## src/rtl/pipe_gen.sv

```systemverilog
// Scrolling pipe generator: a tick divider paces column shifts; a SPACE/PIPE FSM
// emits empty columns and pipe columns whose gap row comes from a free-running LFSR.
module pipe_gen #(
  parameter int TICK_DIV   = 25000000,
  parameter int ROWS       = 8,
  parameter int GAP_HEIGHT = 3,
  parameter int GAP_COLS   = 3,
  parameter int PIPE_WIDTH = 1
) (
  input  logic            Clock,
  input  logic            Reset,
  input  logic            Enable,
  output logic            Shift,
  output logic [ROWS-1:0] PipeCol,
  output logic [2:0]      GapTop,
  output logic [7:0]      PipeCount,
  output logic            fsm_state,
  output logic [7:0]      lfsr_state
);

  localparam int TW    = (TICK_DIV > 1) ? $clog2(TICK_DIV) : 1;
  localparam int CMAX  = (GAP_COLS > PIPE_WIDTH) ? GAP_COLS : PIPE_WIDTH;
  localparam int CW    = $clog2(CMAX) + 1;
  localparam int M     = ROWS - GAP_HEIGHT;

  typedef enum logic {SPACE = 1'b0, PIPE = 1'b1} state_t;

  state_t         state, state_nx;
  logic [TW-1:0]  tick;
  logic [CW-1:0]  col_cnt, col_nx;
  logic [2:0]     gap_top, gap_nx;
  logic [7:0]     pipe_count;
  logic [7:0]     lfsr;
  logic           load_gap, pipe_done;

  // Reset gating keeps the strobe low while Reset is held, before any edge lands.
  assign Shift = Reset & Enable & (tick == TW'(TICK_DIV - 1));

  // Values 0..M map directly; larger LFSR values fold back to the low rows.
  always_comb begin
    gap_nx = lfsr[2:0];
    if (int'(lfsr[2:0]) > M) gap_nx = 3'(int'(lfsr[2:0]) - M - 1);
  end

  always_comb begin
    state_nx  = state;
    col_nx    = col_cnt;
    load_gap  = 1'b0;
    pipe_done = 1'b0;
    if (Shift) begin
      case (state)
        SPACE: begin
          if (col_cnt == CW'(GAP_COLS - 1)) begin
            state_nx = PIPE;
            col_nx   = '0;
            load_gap = 1'b1;
          end else begin
            col_nx = col_cnt + 1'b1;
          end
        end
        PIPE: begin
          if (col_cnt == CW'(PIPE_WIDTH - 1)) begin
            state_nx  = SPACE;
            col_nx    = '0;
            pipe_done = 1'b1;
          end else begin
            col_nx = col_cnt + 1'b1;
          end
        end
        default: state_nx = SPACE;
      endcase
    end
  end

  always_ff @(posedge Clock) begin
    if (!Reset) begin
      state      <= SPACE;
      col_cnt    <= '0;
      tick       <= '0;
      gap_top    <= '0;
      pipe_count <= '0;
      lfsr       <= 8'hA5;
    end else begin
      lfsr <= {lfsr[6:0], lfsr[7] ^ lfsr[5] ^ lfsr[4] ^ lfsr[3]};
      if (Enable) tick <= (tick == TW'(TICK_DIV - 1)) ? '0 : tick + 1'b1;
      state   <= state_nx;
      col_cnt <= col_nx;
      if (load_gap) gap_top <= gap_nx;
      if (pipe_done && pipe_count != 8'hFF) pipe_count <= pipe_count + 8'd1;
    end
  end

  // Column pattern is decoded from registered state only.
  always_comb begin
    PipeCol = '0;
    if (state == PIPE) begin
      for (int r = 0; r < ROWS; r++) begin
        PipeCol[r] = !((r >= int'(gap_top)) && (r <= int'(gap_top) + GAP_HEIGHT - 1));
      end
    end
  end

  assign GapTop     = gap_top;
  assign PipeCount  = pipe_count;
  assign fsm_state  = state;
  assign lfsr_state = lfsr;

endmodule

```

## config.mk

```make
export PLATFORM = sky130hd
export DESIGN_NAME = pipe_gen
export DESIGN_NICKNAME = d
export VERILOG_FILES = /design/src/rtl/pipe_gen.sv
export SDC_FILE = /design/constraint.sdc
export NUM_CORES = 1
export LEC_CHECK = 0
export CAP_MARGIN = 40
export CORE_ASPECT_RATIO = 0.75
export CORE_UTILIZATION = 30
export DETAILED_ROUTE_END_ITERATION = 10
export DONT_BUFFER_PORTS = 1
export GPL_TIMING_DRIVEN = 0
export PLACE_DENSITY = 0.47
export SLEW_MARGIN = 20
export SYNTH_ARGS = -nofsm -noshare
export SYNTH_HDL_FRONTEND = slang
export SYNTH_SLANG_ARGS = --single-unit
```

## constraint.sdc

```tcl
create_clock -name Clock -period 2.4 [get_ports Clock]
set_clock_uncertainty 0.1 [all_clocks]
set_input_delay 0.48 -clock Clock [delete_from_list [all_inputs] [get_ports Clock]]
set_output_delay 0.48 -clock Clock [all_outputs]
set_load 0.01 [all_outputs]
```

-- Yosys cells after proc, flatten, opt, wreduce, memory -nomap -nowiden
Cells that the tools add are included.
- reductions and logical operators: 17
- muxes and demuxes: 14
- add/sub/neg operators: 7
- bitwise gates (word level): 6
- magnitude comparators: 16
- eq/ne operators: 3
- operators by type and width (kind ; number):
    25-bit by 1-bit adder with 25-bit output, second input constant ; 1
    25-bit equality test, second input constant ; 1
    25-bit two-way mux ; 1
    4-bit by 5-bit less-or-equal comparator with 1-bit output, first input constant ; 4
    3-bit by 5-bit less-or-equal comparator with 1-bit output, first input constant ; 2
    3-bit greater-or-equal comparator, first input constant ; 3
    3-bit two-way mux ; 3
    8-bit by 1-bit adder with 8-bit output, second input constant ; 1
    1-bit logical AND ; 8
    1-bit zero test ; 8
    8-bit two-way mux ; 1
    8-bit != test, second input constant ; 1
    1-bit two-way mux ; 7
    1-bit by 3-bit greater-or-equal comparator with 1-bit output, first input constant ; 2
    2-bit by 3-bit greater-or-equal comparator with 1-bit output, first input constant ; 2
    3-bit case mux with 2 select lines ; 1
    1-bit by 5-bit less-or-equal comparator with 1-bit output, first input constant ; 1
    2-bit by 5-bit less-or-equal comparator with 1-bit output, first input constant ; 1
    4-bit by 1-bit subtractor with 5-bit output, second input constant ; 1
    3-bit by 2-bit adder with 4-bit output, second input constant ; 1
    3-bit by 1-bit adder with 3-bit output, second input constant ; 1
    3-bit by 2-bit equality test with 1-bit output, second input constant ; 1
    3-bit greater-than comparator, second input constant ; 1
    3-bit zero test ; 1
    6 further kinds ; 9
- bits of input ports: 3
- flip-flop bits (word level): 48
- output and inout port bits: 29
- logic and storage cells: 69

-- Depth between registers and ports, before layout
Gate-level depths: netlist (run 1).
- depth after elaboration: 6
- gate-level depth with buffers: 8
- mapped depth without buffers: 7

-- Worst setup path before layout (run 1)
No wires, ideal clock.
- path kind: reg2out
- from: reg tick[0]
- to: out Shift
- cell stages (with the launch flop): 7
- required time: 1.820 ns
- setup slack: 0.338 ns
- path buffers: 1
- arrival: 1.482 ns
- path through: dfxtp_1 -> ha_1 -> nand4_1 -> nor4_1 -> and4_1 -> clkbuf_1 -> and2_1
- word-level cells in the longest chain between the ends: 2
- RTL lines (what ; line ; text):
    start, declared ; 29 ; logic [TW-1:0] tick;
    start signal, assigned ; 85 ; if (Enable) tick <= (tick == TW'(TICK_DIV - 1)) ? '0 : tick + 1'b1;
    25-bit equality test ; 37 ; assign Shift = Reset & Enable & (tick == TW'(TICK_DIV - 1));
    1-bit AND ; 37 ;
    end, declared ; 13 ; output logic Shift,
No other way between the ends.

-- Worst setup path in the final report (run 1)
- from: reg tick[1]
- to: out Shift
Same word-level chain as after synthesis.

==> summary.md, run 1 <==
| Metric | Value |
|---|---|
| Total congestion overflow | 0 |
| Post-route setup slack | 33.7 ps |
| Post-synth EDFFs | 0 |
| CTS tree | built |
| Clock root buffer | clkbuf_8 |
| H-tree depth reported by CTS | 2 |
| Commonest non-fill, non-tap cell in the layout | dfxtp_1 |
| Fin. Hold Viols | 0 |
| Core area | 7950 µm² |
| Most frequent cells in the layout | dfxtp_1, nor2_1, nand2_1, xnor2_1, nand3_1 |
| CTS Hold Buffers Added | 0 |
| Required @ worst endpoint | 1820 ps |
| Hold WC Path Type | in2reg |
| Die Area | 8640 µm² |
| Via count | 2052 |
| Global Route Usage Sum | 13.8% |
| Tmin final | 2370 ps |
| Routed wire length | 5600 µm |
| Remaining DRCs | 0 |
| Ports | 32 |
| Slew HR | 60.5% |
| Status | finished clean |
| Final Net Count | 321 |
| Post-Syn Area | 2480 µm² |
| Area leader, netlist | dfxtp_1 |
| Slew @ Worst Pin | 592 ps |
| Hold slack final | 203 ps |
| Clk slew on worst S/H paths | 90 ps |
| Async SR Flop Fraction | 0% |
| ANT cells | 0 |
| Syn Nets | 312 |
| Initial antenna violation count | 0 |
| VDD IR max | 0.000301 V |
| WP data arrival | 1790 ps |
| Crit end category | output port |
| Mapped Cells | 297 |
| Placer Congestion | 0.745 |
| Syn-to-layout area delta | 13.2% |
| Core Rows | 28 |
| Buffers on Ports | 0 |
| Synth Warn # | 0 |
| Power Density | 534 nW/µm² |
| Largest net degree at the start of global routing | 17 |
| Top cell type's share of synthesized area | 38.7% |
| Startpoint Class | flop |
| Pre-CTS setup slack | -141 ps |
| Die width | 107 µm |
| Vias per inst | 4.98 |
| Fmax | 0.423 GHz |
| Final Max Tran Viols | 0 |
| Die Y | 80.7 µm |
| Final worst-path cycle share | 98.6% |
| Routed Antenna Nets | 0 |
| Bufs on Longest Clock Path | 2 |
| Seq/Total Area, Yosys | 38.7% |
| # fillers | 836 |
| Dpl hpwl | 3990 µm |
| Top post-synthesis cells by area | dfxtp_1, ha_1, xnor2_1 |
| Layout cell share with drive strength beyond 1 | 11.7% |
| Crit Path Class | reg2out |
| Final setup vio count | 0 |
| Max cap viols | 0 |
| Pre-antenna DRT Iters | 4 |
| RSZ-0062 raised after global routing | yes |
| Mean Syn Cell Area | 8.35 µm² |
| Distinct cell type count after synthesis | 43 |
| Dominant synthesized flop cell | dfxtp_1 |
| CP Max Fanout | 4 |
| Initial Utilization | 31.2% |
| Vias in the first global route | 1877 |
| First-pass GRT wire length | 9320 µm |
| Leakage power | 1.01 nW |
| Yosys reg bits | 48 |
| Routed len/inst | 13.6 µm |
| Iter 0 DRT Violations | 120 |
| CTS Sinks | 48 |
| Clock Latency Late Sink | 320 ps |
| TritonCTS Buffers | 5 |
[synth_stat cells (6+ instances only)]
| library cell | n |
|---|---|
| dfxtp_1 | 48 |
| nor3_1 | 9 |
| xnor2_1 | 17 |
| nand4_1 | 6 |
| inv_1 | 14 |
| xor2_1 | 7 |
| a21oi_1 | 14 |
| nor2_1 | 36 |
| nand3_1 | 16 |
| mux2i_1 | 6 |
| ha_1 | 12 |
| and4_1 | 6 |
| clkbuf_1 | 6 |
| nor4_1 | 10 |
| nand2_1 | 28 |
[power by group]
| part | total, mW | leakage, nW | internal, mW | switching (mW) |
|---|---|---|---|---|
| logic | 0.0537 | 0.564 | 0.0228 | 0.0309 |
| registers | 0.832 | 0.393 | 0.811 | 0.0213 |
| clock network | 0.614 | 0.0548 | 0.314 | 0.300 |
| total | 1.50 | 1.01 | 1.15 | 0.352 |
[final cells by class]
type                            count  area, µm²  share of cell area [%]
Sequential cell                    48        976                    34.8
Clock inverter                      3       46.3                    1.65
Inverter                           14       52.6                    1.87
Buffer                              9       41.3                    1.47
Tap cell                          105        131                    4.68
Multi-Input combinational cell    223       1450                    51.8
Timing Repair Buffer                5       37.5                    1.34
Clock buffer                        5       68.8                    2.45
[worst max-delay path, cell delays in order, from the launching register on]
cell	delay, ps
dfxtp_4	370
ha_4	140
nand4_1	190
nor4_2	300
and4_4	300
and2_4	160
[flip-flops by register name (all words and copies together) (netlist names)]
signal	cells
GapTop	3
PipeCount	8
col_cnt	3
fsm_state	1
lfsr_state	8
tick	25
[path summary, 6_finish.rpt]
kind / startpoint / end / slack [ps] / cells after the start
worst max-delay path: tick[1] / Shift / 30 / 5
worst max register to register: tick[6] / GapTop[1] / 200 / 6
worst min-delay path: Enable / tick[1] / 200 / 2
worst min register to register: lfsr_state[0] / lfsr_state[1] / 380 / 2
[metrics by stage]
stage	area (µm²)	power [mW]	TNS (ps)	utilization, %	instances
finish	2810	1.50	0	35.3	412
detailed placement	2610	0.907	-1480	32.8	402
CTS	2750	1.52	-8.73	34.6	409
global placement	2610	0.905	-1220	32.8	402
floorplan	2480	0.890	0	-	297
global route	2810	1.57	-171	35.3	412
[logic make-up (layout without fill, tap and decap cells)]
logic type      Yosys count  in the layout  synth area share [%]
mux                       6              6                  2.42
fa+ha+maj                12             12                  6.05
flops                    48             48                  38.7
simple gates            147            147                  31.7
compound gates           34             34                  8.28
xor+xnor                 24             24                  8.48
buf+inv                  26             36                  4.29
[metal layers]
layer	up-vias	wire [µm]	global-route usage [%]
li1	1062	-	-
met1	944	3080	20.3
met2	41	2180	18.8
met3	5	309	5.14
met4	0	38	2.88
met5	-	0	0
[timing repair]
item	4_1_cts	5_1_grt
endpoints found under the setup margin	18	13
gates resized for setup	8	11
pin swaps	1	4
cloned	0	0
setup buffers	1	4
(Power assumes the default switching activity.)
==> inputs of run 2 (changes only) <==
Settings changed: CTS_CLUSTER_SIZE from default to 24, PLACE_DENSITY 0.47 to 0.42.
==> summary.md, run 2 (same netlist as run 1, synthesis figures left out) <==
| Metric | Value |
|---|---|
| Startpoint Class | flop |
| Fin. Hold Viols | 0 (unchanged) |
| Total congestion overflow | 0 (unchanged) |
| Initial antenna violation count | 0 (unchanged) |
| Status | finished clean |
| Crit path to | Shift |
| # fillers | 857 (+2.5%) |
| Fmax | 0.430 GHz (+1.6%) |
| Largest net degree at the start of global routing | 16 (-1) |
| Core area | 7950 µm² (unchanged) |
| Die Area | 8640 µm² (unchanged) |
| Register-to-Register Path Depth | 6 (unchanged) |
| Crit end category | output port |
| Leakage power | 1.02 nW (+0.61%) |
| H-tree depth reported by CTS | 2 (unchanged) |
| Routed Antenna Nets | 0 (unchanged) |
| Worst R2R Start | tick[6] |
| Final setup vio count | 0 (unchanged) |
| Vias per inst | 4.93 (-0.93%) |
| R2R setup slack | 170 ps (-30 ps) |
| Placed Area | 2610 µm² (unchanged) |
| Final Net Count | 321 (unchanged) |
| ANT cells | 0 (unchanged) |
| CTS Hold Buffers Added | 0 (unchanged) |
| Post-layout util | 35.5% (+0.25 points) |
| Final worst-path cycle share | 97.0% (-1.6 points) |
| Pre-antenna DRT Iters | 4 (unchanged) |
| Global Route Usage Sum | 14.3% (+0.46 points) |
| Max cap viols | 0 (unchanged) |
| Placer Congestion | 0.721 (-3.1%) |
| Routed wire length | 5810 µm (+3.7%) |
| Biggest register | tick |
| Iter 0 DRT Violations | 81 (-33%) |
| CP Max Fanout | 4 (unchanged) |
| Required @ worst endpoint | 1820 ps (about the same) |
| Dpl hpwl | 4120 µm (+3.3%) |
| Hold slack final | 200 ps (-3.14 ps) |
| Clk slew on worst S/H paths | 90 ps (about the same) |
| Clock Latency Late Sink | 310 ps (about the same) |
| Routed len/inst | 14.1 µm (+3.7%) |
| CTS Sinks | 48 (unchanged) |
| Initial Utilization | 31.2% (unchanged) |
| TritonCTS Buffers | 5 (unchanged) |
| WP data arrival | 1750 ps (-40 ps) |
| Most frequent cells in the layout | dfxtp_1, nor2_1, nand2_1, xnor2_1, nand3_1 |
| Vias in the first global route | 1893 (+0.85%) |
| First-pass GRT wire length | 9630 µm (+3.4%) |
| CTS tree | built |
| Core Rows | 28 (unchanged) |
| Ports | 32 (unchanged) |
| Final TNS setup | 0 ps (unchanged) |
| Commonest non-fill, non-tap cell in the layout | dfxtp_1 |
| Crit Path Class | reg2out |
| Syn-to-layout area delta | 14.0% |
| Buffers on Ports | 0 (unchanged) |
| RSZ-0062 raised after global routing | yes |
| Bufs on Longest Clock Path | 2 (unchanged) |
| Reg-to-reg critical path endpoint | tick[20] |
| Hold WC Path Type | in2reg |
| Layout cell share with drive strength beyond 1 | 13.0% (+1.3 points) |
| Tot Pwr | 1.52 mW (+1.4%) |
| Clock root buffer | clkbuf_8 |
| CP Launch Point | tick[0] |
| Tmin final | 2330 ps (-38.3 ps) |
| Slew HR | 63.5% (+2.9 points) |
| Largest register FFs | 25 (unchanged) |
| Die Y | 80.7 µm (unchanged) |
| Final Max Tran Viols | 0 (unchanged) |
| VDD IR max | 0.000265 V (-12%) |
| Hold Path Depth | 2 (unchanged) |
| Via count | 2033 (-0.93%) |
| Final instance area | 2830 µm² (+0.71%) |
| Remaining DRCs | 0 (unchanged) |
| Power Density | 538 nW/µm² (+0.64%) |
| Die width | 107 µm (unchanged) |
| Slew @ Worst Pin | 548 ps (-44.2 ps) |
==> run 2: changes by cell type in the layout (fill, tap and decap cells not counted) <==
cell | before | now
a21oi_1 | 14 | 13
a21oi_2 | 0 | 1
a311oi_1 | 1 | 0
a311oi_2 | 0 | 1
clkbuf_8 | 5 | 6
clkinv_4 | 0 | 1
dfxtp_2 | 0 | 1
dfxtp_4 | 4 | 3
ha_1 | 10 | 9
ha_2 | 1 | 2
inv_1 | 14 | 13
inv_6 | 1 | 0
==> run 2: power breakdown <==
group          internal, mW  total [mW]  switching (mW)
sequential            0.811       0.833          0.0217
combinational        0.0235      0.0547          0.0311
clock                 0.341       0.632           0.291
total                  1.18        1.52           0.344
==> run 2: stage by stage <==
step / worst slack [ps] / cells
floorplan: 338 / 297
global placement: -178 / 402
detailed placement: -165 / 402
CTS: -42.1 / 409
global route: -84.7 / 412
finish: 72.0 / 412
==> run 2: final cells by class <==
| type | count | area (µm²) | share of cell area [%] |
|---|---|---|---|
| plain buffers | 9 | 41.3 | 1.46 |
| flip-flops and latches | 48 | 973 | 34.4 |
| clock buffers | 6 | 82.6 | 2.92 |
| multi-input cells | 223 | 1470 | 51.8 |
| inverters | 14 | 56.3 | 1.99 |
| repair buffers | 5 | 37.5 | 1.33 |
| clock inverters | 2 | 38.8 | 1.37 |
| well taps | 105 | 131 | 4.65 |
==> run 2: per-layer routing <==
| layer | routed length [µm] | global-route usage, % | up-vias |
|---|---|---|---|
| met5 | 0 | 0 | - |
| met4 | 55 | 3.70 | 0 |
| met3 | 270 | 4.65 | 7 |
| met2 | 2330 | 19.9 | 31 |
| met1 | 3150 | 20.8 | 943 |
| li1 | - | - | 1052 |
==> run 2: critical path, stage by stage (launching register included) <==
cell and delay [ps]:
dfxtp_4 380, ha_4 140, nand4_1 180, nor4_2 300, and4_4 280, and2_4 160
==> run 2: what timing repair did <==
action	CTS	global route
cloned	0	0
pin swaps	1	4
resized for setup	8	14
setup endpoints to repair	19	13
buffers inserted	1	4
==> run 2: worst min path at each step <==
stage	from	endpoint	slack (ps)
3_5_place_dp	lfsr_state[0]	lfsr_state[1]	350
2_1_floorplan	lfsr_state[0]	lfsr_state[1]	330
6_report	Enable	tick[1]	200
5_1_grt	Enable	tick[1]	200
3_3_place_gp	lfsr_state[0]	lfsr_state[1]	360
4_1_cts	Enable	tick[1]	190
